[src/rtl/mem_arbiter.sv]
// mem_arbiter: shares one single-port RAM between an instruction-fetch port (F)
// and a load/store data port (D). One access is in flight at a time. Grants
// are round-robin under contention. The arbiter drives the RAM strobes,
// captures the read data and returns a one-cycle ACK to the granted port. A
// read that never sees MEM_READY completes with ERR after TIMEOUT wait cycles.
//
// Ports
//   CLK, RST                    clock; asynchronous active-high reset
//   F_REQ/F_ADDR -> F_ACK       fetch port (always a read)
//   D_REQ/D_WE/D_ADDR/D_WDATA   data port (load or store)
//     -> D_ACK
//   RDATA, ERR                  read data (held until the next good read);
//                               ERR is a timeout flag that is valid with the ACK
//   BUSY                        high whenever the arbiter is not idle
//   MEM_CS/MEM_WE/MEM_ADDR/     RAM strobes, address and write data
//     MEM_DATA
//   MEM_OUT/MEM_READY           RAM read data and read-complete flag
module mem_arbiter #(
  parameter int TIMEOUT = 8
) (
  input  logic        CLK,
  input  logic        RST,
  input  logic        F_REQ,
  input  logic [15:0] F_ADDR,
  output logic        F_ACK,
  input  logic        D_REQ,
  input  logic        D_WE,
  input  logic [15:0] D_ADDR,
  input  logic [15:0] D_WDATA,
  output logic        D_ACK,
  output logic [15:0] RDATA,
  output logic        ERR,
  output logic        BUSY,
  output logic        MEM_CS,
  output logic        MEM_WE,
  output logic [15:0] MEM_ADDR,
  output logic [15:0] MEM_DATA,
  input  logic [15:0] MEM_OUT,
  input  logic        MEM_READY
);

  localparam int            CW       = $clog2(TIMEOUT) + 1;
  localparam logic [CW-1:0] CNT_LAST = CW'(TIMEOUT - 1);

  typedef enum logic [1:0] {S_IDLE, S_ISSUE, S_WAIT, S_RESP} state_t;

  state_t        state_q, state_d;
  logic          port_q,  port_d;   // granted port: 0 = F, 1 = D
  logic          last_q,  last_d;   // last granted port, same encoding
  logic          we_q,    we_d;
  logic          err_q,   err_d;
  logic [15:0]   addr_q,  addr_d;
  logic [15:0]   wdata_q, wdata_d;
  logic [15:0]   rdata_q, rdata_d;
  logic [CW-1:0] cnt_q,   cnt_d;

  always_ff @(posedge CLK or posedge RST) begin
    if (RST) begin
      state_q <= S_IDLE;
      port_q  <= 1'b0;
      last_q  <= 1'b1;              // D counts as last, so F wins the first tie
      we_q    <= 1'b0;
      err_q   <= 1'b0;
      addr_q  <= '0;
      wdata_q <= '0;
      rdata_q <= '0;
      cnt_q   <= '0;
    end else begin
      state_q <= state_d;
      port_q  <= port_d;
      last_q  <= last_d;
      we_q    <= we_d;
      err_q   <= err_d;
      addr_q  <= addr_d;
      wdata_q <= wdata_d;
      rdata_q <= rdata_d;
      cnt_q   <= cnt_d;
    end
  end

  always_comb begin
    state_d = state_q;
    port_d  = port_q;
    last_d  = last_q;
    we_d    = we_q;
    err_d   = err_q;
    addr_d  = addr_q;
    wdata_d = wdata_q;
    rdata_d = rdata_q;
    cnt_d   = cnt_q;

    unique case (state_q)
      S_IDLE: begin
        if (F_REQ || D_REQ) begin
          // A single requester wins outright; on a tie, the port not served last wins.
          port_d  = (F_REQ && D_REQ) ? ~last_q : D_REQ;
          last_d  = port_d;
          we_d    = port_d ? D_WE : 1'b0;
          addr_d  = port_d ? D_ADDR : F_ADDR;
          if (port_d) wdata_d = D_WDATA;
          err_d   = 1'b0;
          state_d = S_ISSUE;
        end
      end
      S_ISSUE: begin
        cnt_d   = '0;
        state_d = we_q ? S_RESP : S_WAIT;
      end
      S_WAIT: begin
        // Ready is checked before the timeout, so a ready seen on the last
        // allowed cycle still completes as a good read.
        if (MEM_READY) begin
          rdata_d = MEM_OUT;
          err_d   = 1'b0;
          state_d = S_RESP;
        end else if (cnt_q == CNT_LAST) begin
          err_d   = 1'b1;
          state_d = S_RESP;
        end else begin
          cnt_d = cnt_q + CW'(1);
        end
      end
      S_RESP: state_d = S_IDLE;
      default: state_d = S_IDLE;
    endcase
  end

  // The strobes and ACKs decode straight from the state, so an async reset
  // returns them to 0 at once.
  assign MEM_CS   = (state_q == S_ISSUE);
  assign MEM_WE   = MEM_CS & we_q;
  assign MEM_ADDR = addr_q;
  assign MEM_DATA = wdata_q;
  assign F_ACK    = (state_q == S_RESP) & ~port_q;
  assign D_ACK    = (state_q == S_RESP) &  port_q;
  assign ERR      = (state_q == S_RESP) &  err_q;
  assign BUSY     = (state_q != S_IDLE);
  assign RDATA    = rdata_q;

endmodule
[config.mk]
export PLATFORM = sky130hd
export DESIGN_NAME = mem_arbiter
export DESIGN_NICKNAME = d
export VERILOG_FILES = /design/src/rtl/mem_arbiter.sv
export SDC_FILE = /design/constraint.sdc
export NUM_CORES = 1
export LEC_CHECK = 0
export ABC_CLOCK_PERIOD_IN_PS = 2830
export CORE_MARGIN = 10
export CORE_UTILIZATION = 45
export CTS_BUF_LIST = sky130_fd_sc_hd__clkbuf_8
export DETAILED_ROUTE_END_ITERATION = 12
export GPL_ROUTABILITY_DRIVEN = 0
export PLACE_DENSITY = 0.92
export SLEW_MARGIN = 40
export SYNTH_ARGS = -nofsm -noshare
export SYNTH_HDL_FRONTEND = slang
export SYNTH_SLANG_ARGS = --single-unit
[constraint.sdc]
create_clock -name CLK -period 2.83 [get_ports CLK]
set_clock_uncertainty 0.1 [all_clocks]
set_input_delay 0.283 -clock CLK [delete_from_list [all_inputs] [get_ports CLK]]
set_output_delay 0.283 -clock CLK [all_outputs]
set_load 0.05 [all_outputs]
# Yosys cells after proc, flatten, opt, wreduce, memory -nomap -nowiden
# Cells that the tools add are included.
[word_totals] register_bits=58 latchBits=0 ramBits=0 romBits=0 input_bits=70 output_inout_bits=54 n_memories=0
[classes] n_addsub=1 n_mul=0 n_div=0 magnitude_cmp=0 eq_ne=8 shift=0 muxes=15 bitwise=6 n_reduce_logical=12
[ops] op="$mux 16" count=1
[ops] op="$reduce_and 3->1" count=3
[ops] op="$mux 4" count=2
[ops] op="$pmux 2 s4" count=1
[ops] op="$pmux 4 s2" count=1
[ops] op="$mux 1" count=6
[ops] op="$mux 2" count=3
[ops] op="$ne 2x2->1 const B" count=3
[ops] op="$reduce_and 2->1" count=3
[ops] op="$reduce_bool 2->1" count=3
[ops] op="$add 4x1->4 const B" count=1
[ops] op="$and 1x1->1" count=4
[ops] op="$eq 2x2->1 const B" count=2
[ops] op="$eq 4x3->1 const B" count=1
[ops] op="$ne 3x3->1 const B" count=1
[ops] op="$eq 2x1->1 const B" count=1
[ops] op="$logic_not 2->1" count=1
[ops] op="$not 1->1" count=2
[ops] op="$pmux 1 s2" count=1
[ops] op="$logic_and 1x1->1" count=1
[ops] op="$logic_or 1x1->1" count=1

# Logic depth before layout (Yosys ltp)
[logic_depth] ltp_word=4 mapped_depth=7 mapped_depth_nobuf=5

# Least setup slack after synthesis
# Ideal clock, no wire load.
[synth_timing] path_kind="register to register" startpoint="reg state_q[1]" endpoint="reg state_q[0]" t_arrival_ps=1797 setup_slack_ps=813 path_stages_with_launch=6 cell_sequence="dfrtp_1 -> inv_1 -> ha_1 -> and2_1 -> a2111o_1 -> o211a_1"
[synth_lines] element="start: declaration" line_no="47" text="state_t state_q, state_d;"
[synth_lines] element="start signal: assignment" line_no="69" text="state_q <= state_d;"
[synth_lines] element="$eq 2x1->1"
[synth_lines] element="named net MEM_CS" line_no="34" text="output logic MEM_CS,"
[synth_lines] element="$pmux 2 s4" line_no="92" text="unique case (state_q)"
# The timed path passes the listed nets, and every way through them passes these cells.
# A chain may end at the register's enable or synchronous reset.

# Worst setup path in the final report
[layout_timing] startpoint="reg state_q[0]" endpoint="out BUSY"
[layout_between] elab_chain_cells=1
[layout_lines] element="$reduce_bool 2->1" line_no="137" text="assign BUSY = (state_q != S_IDLE);"
[layout_lines] element="end: declaration" line_no="33" text="output logic BUSY,"
# Every way passes these cells.

==> impl_metrics.toml <==
[run]
max_cap_violations = 0

[global_route]
grt_max_degree = 41
antenna_found_initial = 0
grt_pass1_vias = 2255
grt_use_total_pct = 15.3
overflow = 0
grt_pass1_wl_mm = 10.8

[sta]
fmaxAchievable_ghz = 0.401
relSlewSlack_pct = 52.1
finalCritPeriodShare_pct = 88.2
worst_pin_slew_ps = 717
rsz0062_at_grt = "no"
final_hold_viol_count = 0
min_period_ps = 2500
slew_viol_final = 0
setup-tns-final_ps = 0
setup_viol_count_final = 0

[clock_tree]
htreeDepth = 3
ctsHoldBuffers = 0
clockBufferDepth = 2
post-cts-setup-buffer-count = 0
insertion_delay_ps = 320
cts_sinks = 58
cts_buffers = 9
cts_tree = "yes"
cts-root-buf = "clkbuf_8"
cts_resized = 0
clk_pin_slew_ps = 60

[setup_path]
worstPathMaxFanout = 7
path_buf_inv = 3
cpPeakStageDelay_ps = 820
cp-start-kind = "flip-flop"
crit_chain = "inv_1, ha_1, inv_1, clkdlybuf4s50_1"
critPathCaptureType = "output pin"
crit_type = "reg -> out"
cp_common_cell = "inv_1"
cp_slowest_cell = "clkdlybuf4s50_1"
path_delay_family = "buffers and inverters"
required_ps = 2450
worst_ep_arrival_time_ps = 2110

[outcome]
outcome = "complete, no violations"

[power]
vdd_drop_max_uv = 734
p_per_area_nw_per_um2 = 1320
finalPower_mw = 5.41
power.leakage_nw = 1.82

[floorplanning]
io_pins = 124
core_area_um2 = 5510
rows = 27
fp.dieW_um = 95.5
die_y_um = 95.5
initial_core_util_pct = 46.6
dieArea_um2 = 9120

[cells_and_area]
final_area_um2 = 4100
n_antenna_cell = 0
layout-drive-gt1-share_pct = 17.1
final_cell_mix = "clkdlybuf4s50_1 (123), dfrtp_1 (57), mux2_2 (25), nand2_1 (21)"
area_delta_synth_final_pct = 59.6
nets = 405
fin_util_pct = 74.4
final_common_cell = "clkdlybuf4s50_1"

[routing]
vias = 1997
drcViolationCount = 0
ant_nets = 0
wl_per_cell_um = 17.1
viasPerCell = 4.92
dr.pass1.iters = 4
drt-total-wl_mm = 6.95
drtIter0Drc = 57

[synth]
synth_area_leaders = "dfrtp_1 (56%), mux2_2 (11%), mux2i_1 (6.6%), mux2_4 (4.7%), o21ai_0 (3.3%)"
syn_area_per_cell_um2 = 12.9
ys_types = 34
synth_area_leader_cell = "dfrtp_1"
yosysTopAreaCellShare_pct = 55.6
ys_seq_area_share_pct = 56.6
syn_inst = 199
ys_seq_elements = 58
synth_nets = 275
syn_area_um2 = 2570
yosys_warnings = 0

[placement]
numPortBuffers = 123
postPlaceCellArea_um2 = 3880
hpwl_mm = 5.66

[worst_hold_path]
hold_class = "in -> async"
==> cell usage after synthesis <==
library cell,n
mux2_2,25
nand4_1,1
dfrtp_1,57
o21ai_1,1
o21ai_0,17
a21boi_2,1
and3b_1,1
buf_6,3
ha_1,6
o22ai_1,1
a21oi_1,3
a221o_1,1
nor2b_1,2
nand2b_1,1
o211a_1,1
a21bo_2,1
mux2i_1,17
nor2_1,3
buf_2,2
mux2_4,8
a31oi_1,1
o2bb2ai_1,1
inv_1,7
nor4_1,1
nand3b_1,1
a32o_1,1
nand3_1,3
and2_1,4
nand2_1,21
nor3b_1,1
dfstp_2,1
a2111o_1,1
clkbuf_1,3
nand2_4,1
==> final timing paths <==
| check | from | endpoint | slack, ps | cells after the start |
|---|---|---|---|---|
| min in group CLK | last_q | last_q | 370 | 2 |
| max in group asynchronous | RST | last_q | 1840 | 3 |
| worst min-delay path | RST | MEM_DATA[4] | 170 | 2 |
| worst min register to register | last_q | last_q | 370 | 2 |
| worst max register to register | state_q[0] | RDATA[9] | 880 | 4 |
| worst max-delay path | state_q[0] | BUSY | 330 | 4 |
==> final cells by class <==
| cell class | count | area, um^2 |
|---|---|---|
| clock buffers | 13 | 179 |
| well taps | 72 | 90.1 |
| inverters | 7 | 26.3 |
| repair buffers | 127 | 1270 |
| clock inverters | 3 | 37.5 |
| flip-flops and latches | 58 | 1450 |
| multi-input cells | 126 | 1040 |
| fillers | 408 | 1410 |
==> metal layers <==
metal  share of wire [%]  vias to the layer above  wire length, um  track usage [%]
met2                  52                       70             3620             27.0
met1                  36                      955             2500             15.0
met4                 2.3                        0              157             7.74
met3                 9.7                       14              671             6.76
li1                    -                      958                -                -
met5                   0                        -                0                0
==> registers in the layout, indices dropped and copies added (netlist names) <==
register / flops
err_q: 1
port_q: 1
cnt_q: 4
MEM_ADDR: 16
RDATA: 16
last_q: 1
state_q: 2
we_q: 1
MEM_DATA: 16
==> stage by stage <==
stage               hold slack [ps]  worst slack, ps  std cells
floorplan                       332              813        199
global placement                353              737        390
detailed placement              361              659        390
CTS                             173              308        406
global route                    194              231        406
finish                          173              334        406
==> kinds of logic (layout without fill, tap and decap cells) <==
logic type / count (synthesis) / count (layout) / synth area share [%]
AO/OA/AOI/OAI: 30 / 30 / 7.36
adder cells (fa/ha/maj): 6 / 6 / 2.93
buffers and inverters: 15 / 150 / 3.17
multiplexers: 50 / 50 / 22.3
flip-flops: 58 / 58 / 56.6
AND/OR/NAND/NOR: 40 / 40 / 7.66
==> power breakdown <==
group          leakage [nW]  switching (mW)  internal, mW
clock network         0.118           0.304         0.497
registers             0.705           0.219          1.23
logic                  1.00            1.98          1.18
total                  1.82            2.50          2.91
No activity file was read; power rests on OpenSTA's default activity.
